<file path="config.mk">
export PLATFORM = sky130hd
export DESIGN_NAME = interrupt_controller
export DESIGN_NICKNAME = d
export VERILOG_FILES = /design/src/rtl/interrupt_controller_pkg.sv /design/src/rtl/interrupt_priority_encoder.sv /design/src/rtl/interrupt_controller.sv
export SDC_FILE = /design/constraint.sdc
export NUM_CORES = 1
export LEC_CHECK = 0
export BUFFER_PORTS_ARGS = -buffer_cell sky130_fd_sc_hd__buf_2
export CAP_MARGIN = 20
export CORE_ASPECT_RATIO = 1.25
export CORE_MARGIN = 3
export CORE_UTILIZATION = 45
export DETAILED_ROUTE_END_ITERATION = 6
export GPL_TIMING_DRIVEN = 0
export HOLD_SLACK_MARGIN = 0.03
export PLACE_DENSITY = 0.7
export SYNTH_ARGS = -nofsm -noshare
export SYNTH_HDL_FRONTEND = slang
export SYNTH_SLANG_ARGS = --single-unit
</file>
<file path="constraint.sdc">
create_clock -name clk -period 3.6 [get_ports clk]
set_clock_uncertainty 0.2 [all_clocks]
set_input_delay 0.36 -clock clk [delete_from_list [all_inputs] [get_ports clk]]
set_output_delay 0.36 -clock clk [all_outputs]
set_load 0.05 [all_outputs]
</file>
<file path="src/rtl/interrupt_controller_pkg.sv">
// Shared types and constants for the interrupt controller.
package interrupt_controller_pkg;

    typedef enum logic [1:0] {
        IDLE         = 2'b00,
        REQUEST      = 2'b01,
        WAIT_RELEASE = 2'b10
    } state_t;

    localparam logic [1:0] REG_PENDING = 2'd0;
    localparam logic [1:0] REG_MASK    = 2'd1;
    localparam logic [1:0] REG_MODE    = 2'd2;
    localparam logic [1:0] REG_STATUS  = 2'd3;

    localparam int STATUS_ID_LSB    = 0;
    localparam int STATUS_STATE_LSB = 4;
    localparam int STATUS_ACK_ERROR = 6;

    // Source registers never exceed 16 bits, so only lanes 0 and 1 matter.
    function automatic logic [15:0] lane_mask(input logic [3:0] bwe);
        return {{8{bwe[1]}}, {8{bwe[0]}}};
    endfunction

endpackage

</file>
<file path="src/rtl/interrupt_priority_encoder.sv">
// Lowest-index-first 16-to-4 priority encoder with an any-valid flag.
module interrupt_priority_encoder (
    input  logic [15:0] requests,
    output logic [3:0]  id,
    output logic        valid
);

    // Scan from the top so the lowest set index is the last assignment.
    always_comb begin
        id    = 4'd0;
        valid = 1'b0;
        for (int i = 15; i >= 0; i--) begin
            if (requests[i]) begin
                id    = 4'(i);
                valid = 1'b1;
            end
        end
    end

endmodule

</file>
<file path="src/rtl/interrupt_controller.sv">
// Interrupt controller: source sampling, pending/mask/mode registers,
// fixed-priority selection and request/acknowledge handshake to the core.
//
// state        | meaning
// IDLE         | no request outstanding; latch winner when any source eligible
// REQUEST      | interruptRequest high with latched id, waiting for acknowledge
// WAIT_RELEASE | acknowledge seen, waiting for the core to drop it
module interrupt_controller
    import interrupt_controller_pkg::*;
#(
    parameter int SOURCES = 16
) (
    input  logic               clk,
    input  logic               reset,
    input  logic [SOURCES-1:0] irqSource,
    input  logic               regRead,
    input  logic               regWrite,
    input  logic [1:0]         regAddress,
    input  logic [3:0]         regBwe,
    input  logic [31:0]        regDataIn,
    output logic [31:0]        regDataOut,
    output logic               regReadValid,
    output logic               regWaitRequest,
    output logic               interruptRequest,
    output logic [3:0]         interruptId,
    input  logic               interruptAcknowledge,
    input  logic [3:0]         interruptAckId
);

    state_t             state;
    logic [3:0]         id_reg;
    logic               ack_error;
    logic [SOURCES-1:0] source_reg, sticky, mask, mode;
    logic [SOURCES-1:0] pending, eligible, wmask, din;
    logic [SOURCES-1:0] mask_next, mode_next, clr, set, ack_bit;
    logic [15:0]        lanes, elig16;
    logic [3:0]         win_id;
    logic               win_valid;
    logic               wr_pending, wr_mask, wr_mode, wr_status;
    logic               ack_ok, ack_bad, clr_err;
    logic [31:0]        rdata;
    logic               unused_bits;

    assign unused_bits = ^{regDataIn, regBwe[3:2]};

    assign lanes = lane_mask(regBwe);
    assign wmask = lanes[SOURCES-1:0];
    assign din   = regDataIn[SOURCES-1:0];

    assign wr_pending = regWrite && (regAddress == REG_PENDING);
    assign wr_mask    = regWrite && (regAddress == REG_MASK);
    assign wr_mode    = regWrite && (regAddress == REG_MODE);
    assign wr_status  = regWrite && (regAddress == REG_STATUS);
    assign clr_err    = wr_status && regBwe[0] && regDataIn[STATUS_ACK_ERROR];

    assign ack_ok  = (state == REQUEST) && interruptAcknowledge && (interruptAckId == id_reg);
    assign ack_bad = (state == REQUEST) && interruptAcknowledge && (interruptAckId != id_reg);
    assign ack_bit = SOURCES'(1) << id_reg;

    // Edge-mode bits read the sticky latch, level-mode bits follow the sampled line.
    assign pending  = (sticky & mode) | (source_reg & ~mode);
    assign eligible = pending & mask;

    // Next-state values for the configuration registers and sticky set/clear vectors.
    always_comb begin
        mask_next = mask;
        mode_next = mode;
        if (wr_mask) mask_next = (mask & ~wmask) | (din & wmask);
        if (wr_mode) mode_next = (mode & ~wmask) | (din & wmask);
        clr = '0;
        if (wr_pending) clr = din & wmask;
        if (ack_ok)     clr = clr | ack_bit;
        set = irqSource & ~source_reg & mode_next;
    end

    // Pad to the encoder's fixed 16-bit width.
    always_comb begin
        elig16 = '0;
        elig16[SOURCES-1:0] = eligible;
    end

    interrupt_priority_encoder u_prio (
        .requests (elig16),
        .id       (win_id),
        .valid    (win_valid)
    );

    // Source sampling and register file; set beats clear, and leaving edge mode drops sticky state.
    always_ff @(posedge clk or posedge reset) begin
        if (reset) begin
            source_reg <= '0;
            sticky     <= '0;
            mask       <= '0;
            mode       <= '0;
            ack_error  <= 1'b0;
        end else begin
            source_reg <= irqSource;
            sticky     <= ((sticky & ~clr) | set) & mode_next;
            mask       <= mask_next;
            mode       <= mode_next;
            ack_error  <= ack_bad | (ack_error & ~clr_err);
        end
    end

    // Handshake FSM; the id and request are held untouched for the whole REQUEST state.
    always_ff @(posedge clk or posedge reset) begin
        if (reset) begin
            state            <= IDLE;
            id_reg           <= 4'd0;
            interruptRequest <= 1'b0;
        end else begin
            case (state)
                IDLE: begin
                    if (win_valid) begin
                        id_reg           <= win_id;
                        interruptRequest <= 1'b1;
                        state            <= REQUEST;
                    end
                end
                REQUEST: begin
                    if (interruptAcknowledge) begin
                        interruptRequest <= 1'b0;
                        state            <= WAIT_RELEASE;
                    end
                end
                WAIT_RELEASE: begin
                    if (!interruptAcknowledge) state <= IDLE;
                end
                default: begin
                    interruptRequest <= 1'b0;
                    state            <= IDLE;
                end
            endcase
        end
    end

    assign interruptId    = id_reg;
    assign regWaitRequest = 1'b0;

    // Read data selection.
    always_comb begin
        rdata = '0;
        case (regAddress)
            REG_PENDING: rdata[SOURCES-1:0] = pending;
            REG_MASK:    rdata[SOURCES-1:0] = mask;
            REG_MODE:    rdata[SOURCES-1:0] = mode;
            default: begin
                rdata[STATUS_ID_LSB +: 4]    = id_reg;
                rdata[STATUS_STATE_LSB +: 2] = state;
                rdata[STATUS_ACK_ERROR]      = ack_error;
            end
        endcase
    end

    // Registered read port: data captured on the strobe edge and held until the next read.
    always_ff @(posedge clk or posedge reset) begin
        if (reset) begin
            regDataOut   <= '0;
            regReadValid <= 1'b0;
        end else begin
            regReadValid <= regRead;
            if (regRead) regDataOut <= rdata;
        end
    end

endmodule

</file>
==> summary.txt, run 1 <==
Setup path
  – Critical Path Sink Type: flip-flop
  – Required @ worst endpoint: ~3.6 ns
  – Worst EP arrival: roughly 2.3 ns
  – Startpoint Class: flip-flop
  – Setup Crit Path Kind: flip-flop to flip-flop
  – Max FO, Critical Path: 9

Timing
  – Slew @ Worst Pin: 1.10 ns
  – Final setup vio count: 0
  – Relative slew slack: around a quarter
  – Final min period: 2.25 ns
  – Fmax achieved: approximately 450 MHz
  – Final worst slack: approximately 1.4 ns
  – RSZ-0062 raised after global routing: no
  – Endpoints failing hold: 0
  – Final slew viol count: 0
  – TNS Setup: 0 ns
  – Tcrit/Tclk final: 62.4%

Clock network
  – Num CTS Buffers: 9
  – CTS tree: yes
  – Clk buf depth: 2
  – Clock-pin slew on the worst setup and hold paths: 0.06 ns
  – H-tree depth: 3
  – Worst-Skew Late Latency: between 0.3 and 0.4 ns
  – Clock sink total: 89
  – Clk Tree Root Cell: clkbuf_16

Global route
  – Tot GR Track Use: 22.7%
  – Gr ovfl total: 0
  – Initial antenna violation count: 0
  – Vias in the first global route: 3828
  – Largest net degree at the start of global routing: 57
  – First-pass GRT wire length: just under 20000 um

Routing
  – Vias: 3848
  – First-pass detailed-route iteration total: 5
  – DRC errors left: 0
  – Drt via density: around 5.7
  – Routed wire length: between 10000 and 15000 um
  – WL/cell: between 15 and 20 um
  – Initial DRC count: 296
  – DRT antenna net count: 0

Synth
  – Gate Count Post-Synth: around 440
  – Synthesized area per cell: between 10 and 15 um^2
  – Top cell type's share of synthesized area: roughly half
  – Top FF cell, synth: dfrtp_1
  – Ys async rst share: 100%
  – Area leader, netlist: dfrtp_1
  – Number of flops mapped to enable cells by yosys: 0
  – Top area cells in the synthesized netlist: dfrtp_1 (49%), mux2_2 (10%), nand2_1 (3.6%)
  – Synth Register Bits: 89
  – Cell Area, Synth: 4570 um^2
  – Unique masters post-synth: 47
  – Post-synthesis sequential area ratio: just under 50%
  – Yosys warning total: 0

Placed design
  – Placed Area: 5140 um^2
  – # port buffers: 65
  – Pre-CTS WS: approximately 1.3 ns
  – Final Wtd Congestion: slightly below 0.9
  – Post-DP HPWL: 8830 um

Floorplanning
  – Core outline area: a little under 10000 um^2
  – FP Rows: 40
  – Top Ports: 102
  – Starting Density: between 40 and 50%
  – Die Wd: around 96 um
  – Die H: about 120 um
  – Die footprint: around 11000 um^2

Layout
  – Area Overhead vs Synth: 23.3%
  – # diodes: 0
  – Final nets: roughly 610
  – Post-route cell area: ~5600 um^2
  – Share of layout cells above drive strength 1: 28.1%
  – Fill cells: roughly 850

Power
  – P per Cell Area: around 630 nW/um^2
  – Leakage power: around 0.0025 uW
  – Power after layout: around 3500 uW
  – Worst vdd ir: roughly 350 uV

Run status
  – Outcome: complete, no violations

Hold path
  – Min-Delay Path Class: input pin to flip-flop

Flow run
  – Max-cap violations: 0
logic make-up after synthesis:
logic type | count (synthesis) | share of synthesized area, %
compound gates | 125 | 18.0
xor+xnor | 5 | 0.958
buf+inv | 52 | 5.97
flops | 89 | 48.7
mux | 53 | 12.7
other cells | 1 | 0.0820
simple gates | 114 | 13.5
cell usage in the layout, fill, tap and decap left out, types with 7 or more instances in the layout:
master / Yosys / routed
mux2i_1: 12 / 12
inv_1: 18 / 17
nand2_1: 44 / 44
nand2b_1: 18 / 18
buf_2: 5 / 70
a2bb2oi_1: 7 / 7
o211ai_1: 20 / 20
clkbuf_1: 9 / 10
dfrtp_1: 89 / 89
o21ai_0: 33 / 33
conb_1: 1 / 17
buf_4: 17 / 17
nor2_1: 18 / 18
a21oi_1: 28 / 28
mux2_2: 41 / 41
clkbuf_16: 0 / 9
dlygate4sd3_1: 0 / 18
nand3b_1: 7 / 7
worst max-delay path, stage by stage, from the launching register on:
cell	delay (ns)
dfrtp_1	0.38
buf_2	0.21
xor2_1	0.22
nor4_4	0.31
nand4b_1	0.31
o311ai_1	0.37
a21boi_1	0.11
layer usage:
layer / up-vias / GRT usage, % / part of all wire [%]
li1: 1790 / - / -
met1: 1889 / 29.4 / 42
met2: 151 / 37.5 / 50
met3: 18 / 3.95 / 6.2
met4: 0 / 8.01 / 2.3
met5: - / 0 / 0
final timing paths:
check                            startpoint               end  slack [ns]  cells past startpoint
setup / recovery             interruptId[0]         sticky[8]        1.35                      6
hold / removal                 regDataIn[5]         flip-flop        0.09                      2
setup reg to reg             interruptId[0]         sticky[8]        1.35                      6
hold reg to reg            interruptRequest  interruptRequest        0.29                      2
max in group asynchronous             reset     source_reg[6]        2.18                      4
min in group asynchronous             reset     regDataOut[2]        0.39                      3
per-stage QoR:
step | util [%] | cells | hold slack [ns]
floorplan | - | 455 | 0.191
global placement | 52.4 | 646 | 0.265
detailed placement | 52.7 | 647 | 0.210
CTS | 57.8 | 681 | 0.0786
global route | 57.8 | 681 | 0.0867
finish | 57.8 | 681 | 0.0858
synth_stat cells, drive strengths merged, types with 4 or more instances:
master / instances
a211oi: 4
a21boi: 10
a21oi: 28
a2bb2oi: 7
buf: 25
clkbuf: 9
dfrtp: 89
inv: 18
mux2: 41
mux2i: 12
nand2: 44
nand2b: 18
nand3: 4
nand3b: 8
nor2: 18
o2111ai: 6
o211ai: 20
o21ai: 34
o311ai: 4
or3b: 6
xor2: 5
cell type report:
class	instances	area [um^2]	area share, %
flip-flops and latches	89	2230	39.5
multi-input cells	314	2130	37.8
repair buffers	84	533	9.46
clock buffers	10	229	4.06
plain buffers	34	205	3.64
well taps	126	158	2.80
clock inverters	6	82.6	1.47
inverters	18	70.1	1.24
power by group:
group | internal [uW] | switching [uW] | total (uW)
registers | 1190 | 163 | 1350
logic | 435 | 759 | 1190
clock network | 604 | 377 | 981
what timing repair did:
| item | CTS | global route |
|---|---|---|
| gates resized for setup | 0 | 0 |
| hold endpoints to repair | 50 | 0 |
| setup buffers | 0 | 0 |
| hold buffers | 18 | 0 |
Note: power is estimated with default switching activity, not from simulation.
==> run 2: changes to the inputs <==
Clock period 3.6 ns to 2.2 ns, I/O delays scaled along.
==> run 2 against run 1 <==
Net effect: die area is the same; clock power is 62% higher; largest cell class unchanged; total power grew 65%; global-route usage increased by 0.51 points.
==> summary.txt, run 2 (synthesis results as in run 1) <==
Power
  – Logic pwr share: 34.7% (was 33.8%)
  – Leakage power: 0.00263 uW (was 0.00254 uW)
  – Clock power share: 27.3% (was 27.8%)
  – P_sw: 2160 uW (was 1300 uW)
  – P per Cell Area: 992 nW/um^2 (was 626 nW/um^2)
  – Sequential fraction of design power: 38.1% (was 38.4%)
  – Sw Ratio: 37.0% (was 36.8%)
  – Worst vdd ir: 449 uV (was 351 uV)
  – Power Internal: 3680 uW (was 2230 uW)

Timing
  – Fmax achieved: 472 MHz (was 445 MHz)
  – Worst hold slack: 0.0757 ns (was 0.0858 ns)
  – Tcrit/Tclk final: 96.2% (was 62.4%)
  – Final min period: 2.12 ns (was 2.25 ns)
  – Endpoints failing hold: 0 (unchanged)
  – Slew @ Worst Pin: 1.13 ns (was 1.10 ns)
  – Final setup vio count: 0 (unchanged)
  – TNS Setup: 0 ns (unchanged)
  – Final slew viol count: 0 (unchanged)
  – Relative slew slack: 23.8% (was 26.4%)

Setup path
  – Critical Path Sink Type: flip-flop (unchanged)
  – Crit-path cells: buf_6, xor2_2, nor4_4, nand4b_1, buf_4, o311ai_2, a21boi_1 (was buf_2, xor2_1, nor4_4, nand4b_1, o311ai_1, a21boi_1)
  – Crit path max-delay cell type: dfrtp_1 (unchanged)
  – Setup Crit Path Kind: flip-flop to flip-flop (unchanged)
  – Worst EP arrival: 2.14 ns (was 2.27 ns)
  – Crit path buf inv count: 2 (was 1)
  – Max FO, Critical Path: 9 (unchanged)
  – Required @ worst endpoint: 2.23 ns (was 3.62 ns)
  – Startpoint Class: flip-flop (unchanged)
  – Crit path max-delay family: simple AND/OR/NAND/NOR gates (unchanged)
  – CP max stage delay: 0.39 ns (was 0.38 ns)

Clock network
  – Clock sink total: 89 (unchanged)
  – Clock-pin slew on the worst setup and hold paths: 0.07 ns (was 0.06 ns)
  – Clk buf depth: 2 (unchanged)
  – Num CTS Buffers: 9 (unchanged)
  – H-tree depth: 3 (unchanged)
  – CTS tree: yes (unchanged)
  – Worst-Skew Late Latency: 0.35 ns (was 0.34 ns)
  – Clk Tree Root Cell: clkbuf_16 (unchanged)

Global route
  – Gr ovfl total: 0 (unchanged)
  – Largest net degree at the start of global routing: 44 (was 57)
  – Tot GR Track Use: 23.2% (was 22.7%)
  – Initial antenna violation count: 0 (unchanged)
  – First-pass GRT wire length: 20000 um (was 19700 um)
  – Vias in the first global route: 3893 (was 3828)

Layout
  – # diodes: 0 (unchanged)
  – Post-route cell area: 5890 um^2 (was 5640 um^2)
  – Fill cells: 817 (was 848)
  – FF/Latch Area: 2230 um^2 (unchanged)
  – Most frequent cells in the layout: dfrtp_1 (89), buf_2 (69), nand2_1 (44), mux2_2 (41), dlygate4sd3_1 (35) (was dfrtp_1 (89), buf_2 (70), nand2_1 (44), mux2_2 (41), o21ai_0 (33))
  – Multi-input combinational cell area: 2170 um^2 (was 2130 um^2)
  – Area Overhead vs Synth: 28.8% (was 23.3%)
  – Final nets: 634 (was 613)
  – Share of layout cells above drive strength 1: 28.6% (was 28.1%)
  – Most common cell after layout, fill and taps aside: dfrtp_1 (unchanged)

Routing
  – First-pass detailed-route iteration total: 5 (unchanged)
  – WL/cell: 17.8 um (was 18.0 um)
  – Vias: 3908 (was 3848)
  – DRT antenna net count: 0 (unchanged)
  – DRC errors left: 0 (unchanged)
  – Initial DRC count: 216 (was 296)
  – Drt via density: 5.57 (was 5.65)
  – Routed wire length: 12500 um (was 12200 um)

Placed design
  – # port buffers: 65 (unchanged)
  – Post-DP HPWL: 8890 um (was 8830 um)
  – Placed Area: 5160 um^2 (was 5140 um^2)
  – Final Wtd Congestion: 0.896 (was 0.890)

Floorplanning
  – Die footprint: 11400 um^2 (unchanged)
  – Top Ports: 102 (unchanged)
  – FP Rows: 40 (unchanged)
  – Die Wd: 96.2 um (unchanged)
  – Die H: 119 um (unchanged)
  – Starting Density: 46.8% (unchanged)
  – Core outline area: 9760 um^2 (unchanged)

Hold path
  – Min-Delay Path Class: input pin to flip-flop (unchanged)

Flow run
  – Max-cap violations: 0 (unchanged)

Run status
  – Outcome: complete, no violations (unchanged)
## run 2: worst min-delay path, cell delays in order
cell     delay, ns
buf_2         0.12
nand2_1       0.08
o21ai_0       0.09
o21ai_0       0.08
## run 2: timing repair
action | in CTS | in global routing
pin swaps | 1 | 6
hold endpoints to repair | 157 | 0
setup buffers | 1 | 2
gates resized for setup | 0 | 10
setup endpoints to repair | 1 | 12
hold buffers | 35 | 0
## run 2: worst paths after layout
check | from | to | slack [ns] | depth (start not counted)
min in group asynchronous | reset | regDataOut[5] | 0.19 | 3
max in group asynchronous | reset | sticky[12] | 1.09 | 4
worst min register to register | interruptRequest | interruptRequest | 0.28 | 2
worst min-delay path | regBwe[0] | ack_error | 0.08 | 4
worst max register to register | interruptId[0] | sticky[8] | 0.08 | 7
worst max-delay path | interruptId[0] | sticky[8] | 0.08 | 7
## run 2: stage by stage
step           total power (uW)  instances  util, %  worst slack (ns)
6_report                   5840        702     60.3            0.0834
5_1_grt                    6130        702     60.3          -0.00666
4_1_cts                    5780        700     59.7            0.0181
3_5_place_dp               4150        648     52.9            0.0256
3_3_place_gp               4090        646     52.4            0.0389
2_1_floorplan              3620        455        -            0.0585
## run 2: per-layer routing
metal / up-vias / routed length (um) / track usage, %
met2: 163 / 6250 / 37.5
met4: 0 / 293 / 9.61
met5: - / 0 / 0
met1: 1896 / 5070 / 29.7
li1: 1829 / - / -
met3: 20 / 915 / 4.71
## run 2: final cells by class
class | instances | share of cell area [%]
Timing Repair Buffer | 105 | 12.5
Clock buffer | 14 | 4.65
Clock inverter | 2 | 0.595
Buffer | 34 | 3.59
Sequential cell | 89 | 37.8
Inverter | 18 | 1.21
Tap cell | 126 | 2.68
Multi-Input combinational cell | 314 | 36.9
## run 2: power by group through the flow
stage,Sequential [uW],Combinational [uW],Clock [uW]
CTS,2210,1970,1600
global route,2260,2200,1680
global placement,2210,1870,0
floorplan,2500,1120,0
finish,2220,2020,1590
detailed placement,2240,1910,0
==> run 3: changes to the inputs <==
Settings changed: CORE_UTILIZATION 45 to 50, CTS_CLUSTER_DIAMETER from default to 150, PLACE_DENSITY 0.7 to 0.77.
==> run 3 against run 2 <==
Net effect: final cell count decreased by 0.43%; clock-buffer cell count down 4; flip-flop and latch count is the same; total power decreased by 2.8%; die area fell by 9.5%; critical path depth unchanged; clock power is 13% lower; combinational power up 3%; routed wire length rose by 0.93%; sequential share of layout area rose by 0.42 points; core utilization grew 5.9 points; cell area fell by 1.0%; critical path type unchanged; largest power group unchanged.
==> summary.txt, run 3 (synthesis results as in run 1) <==
Timing
  – Final min period: 2.11 ns (was 2.12 ns)
  – Final slew viol count: 0 (unchanged)
  – RSZ-0062 raised after global routing: no
  – Tcrit/Tclk final: 96.0% (was 96.2%)
  – Endpoints failing hold: 0 (unchanged)
  – Final setup vio count: 0 (unchanged)
  – Relative slew slack: 26.2% (was 23.8%)
  – Fmax achieved: 473 MHz (was 472 MHz)
  – Slew @ Worst Pin: 1.10 ns (was 1.13 ns)

Routing
  – M1 WL: 5210 um (was 5070 um)
  – DRT antenna net count: 0 (unchanged)
  – Met3 routed WL: 931 um (was 915 um)
  – Vias: 3998 (was 3908)
  – Drt via density: 5.72 (was 5.57)
  – DRC errors left: 0 (unchanged)
  – Routed wl met2: 6140 um (was 6250 um)
  – First-pass detailed-route iteration total: 5 (unchanged)
  – Top sig layer: met4 (unchanged)
  – Routed wire length: 12600 um (was 12500 um)
  – Initial DRC count: 353 (was 216)
  – WL/cell: 18.1 um (was 17.8 um)

Power
  – P per Cell Area: 974 nW/um^2 (was 992 nW/um^2)
  – Worst vdd ir: 536 uV (was 449 uV)
  – Leakage power: 0.00262 uW (was 0.00263 uW)

Global route
  – Gr ovfl total: 0 (unchanged)
  – Vias in the first global route: 3933 (was 3893)
  – First-pass GRT wire length: 20200 um (was 20000 um)
  – Tot GR Track Use: 25.1% (was 23.2%)
  – Initial antenna violation count: 0 (unchanged)
  – Largest net degree at the start of global routing: 38 (was 44)

Clock network
  – H-tree depth: 3 (unchanged)
  – CTS tree: yes (unchanged)
  – Clk buf depth: 2 (unchanged)
  – Num CTS Buffers: 9 (unchanged)
  – Clock-pin slew on the worst setup and hold paths: 0.09 ns (was 0.07 ns)
  – Worst-Skew Late Latency: 0.38 ns (was 0.35 ns)
  – Clk Tree Root Cell: clkbuf_8 (was clkbuf_16)
  – Clock sink total: 89 (unchanged)

Layout
  – Most frequent cells in the layout: dfrtp_1 (88), buf_2 (68), nand2_1 (44), mux2_2 (41), dlygate4sd3_1 (35) (was dfrtp_1 (89), buf_2 (69), nand2_1 (44), mux2_2 (41), dlygate4sd3_1 (35))
  – Area Overhead vs Synth: 27.4% (was 28.8%)
  – Post-route cell area: 5830 um^2 (was 5890 um^2)
  – Most common cell after layout, fill and taps aside: dfrtp_1 (unchanged)
  – Share of layout cells above drive strength 1: 29.0% (was 28.6%)
  – Post-Layout Cell Count: 699 (was 702)
  – Final core occ: 66.2% (was 60.3%)
  – # diodes: 0 (unchanged)
  – Final nets: 638 (was 634)

Setup path
  – Setup Crit Path Kind: flip-flop to flip-flop (unchanged)
  – Required @ worst endpoint: 2.26 ns (was 2.23 ns)
  – Crit-path cells: buf_6, xor2_1, nor4_4, nand4_1, buf_4, o311ai_2, a21boi_1 (was buf_6, xor2_2, nor4_4, nand4b_1, buf_4, o311ai_2, a21boi_1)
  – Startpoint Class: flip-flop (unchanged)
  – Crit path max-delay cell type: dfrtp_1 (unchanged)
  – Worst EP arrival: 2.17 ns (was 2.14 ns)
  – Critical Path Sink Type: flip-flop (unchanged)
  – R2R setup slack: 0.09 ns (was 0.08 ns)
  – FF-to-FF path depth: 7 (unchanged)
  – CP max stage delay: 0.40 ns (was 0.39 ns)
  – Max FO, Critical Path: 9 (unchanged)

Floorplanning
  – Top Ports: 102 (unchanged)
  – Core outline area: 8800 um^2 (was 9760 um^2)
  – Die Wd: 91.5 um (was 96.2 um)
  – Die H: 113 um (was 119 um)
  – FP Rows: 38 (was 40)
  – Starting Density: 52.0% (was 46.8%)
  – Die footprint: 10300 um^2 (was 11400 um^2)

Flow run
  – Max-cap violations: 0 (unchanged)

Placed design
  – # port buffers: 65 (unchanged)
  – Final Wtd Congestion: 0.875 (was 0.896)
  – Placed Area: 5150 um^2 (was 5160 um^2)
  – Post-DP HPWL: 8850 um (was 8890 um)
  – Inst Count DP: 642 (was 648)

Run status
  – Outcome: complete, no violations (unchanged)

Hold path
  – Min-Delay Path Class: input pin to flip-flop (unchanged)
  – Worst hold path cell count: 4 (unchanged)
-- run 3: repair_timing --
item / CTS / global route
hold buffers: 35 / 0
setup endpoints to repair: 7 / 7
buffers inserted: 2 / 5
pin swaps: 2 / 3
endpoints found under the hold margin: 94 / 0
gates resized for setup: 2 / 7
-- run 3: stage by stage --
stage / setup TNS [ns] / hold WS [ns] / setup slack, ns / power, uW
finish: 0 / 0.0848 / 0.0869 / 5680
global route: 0 / 0.0932 / 0.000240 / 5930
CTS: 0 / 0.0768 / 0.0166 / 5580
detailed placement: -0.0503 / 0.130 / -0.0277 / 4150
global placement: 0 / 0.142 / 0.0146 / 4070
floorplan: 0 / 0.0514 / 0.0585 / 3620
-- run 3: power breakdown --
part           internal [uW]  switching (uW)
registers               1950             266
clock network            779             602
logic                    788            1290
total                   3510            2160
-- run 3: final timing paths --
path / startpoint / end
worst max-delay path: interruptId[0] / sticky[10]
worst min-delay path: regBwe[0] / ack_error
worst max register to register: interruptId[0] / sticky[10]
worst min register to register: interruptRequest / interruptRequest
max in group asynchronous: reset / interruptId[1]
min in group asynchronous: reset / regDataOut[1]
-- run 3: layout make-up --
| type | count | area [um^2] |
|---|---|---|
| Buffer | 34 | 214 |
| Clock buffer | 10 | 138 |
| Clock inverter | 5 | 104 |
| Fill cell | 678 | 2970 |
| Inverter | 18 | 71.3 |
| Multi-Input combinational cell | 314 | 2150 |
| Sequential cell | 89 | 2230 |
| Tap cell | 120 | 150 |
| Timing Repair Buffer | 109 | 768 |
-- run 3: worst max-delay path: cells and delay by family (launching register included) --
kind | cells | cell delay [ns]
AOI/OAI and AO/OA | 2 | 0.34
DFF | 1 | 0.40
xor gates and xnor gates | 1 | 0.20
buffers and inverters | 2 | 0.35
and+or+nand+nor | 2 | 0.51
-- run 3: metal layers --
layer | vias up | track usage (%)
met1 | 1913 | 32.2
met2 | 218 | 41.3
li1 | 1834 | -
met3 | 33 | 5.25
met4 | 0 | 10.2
met5 | - | 0
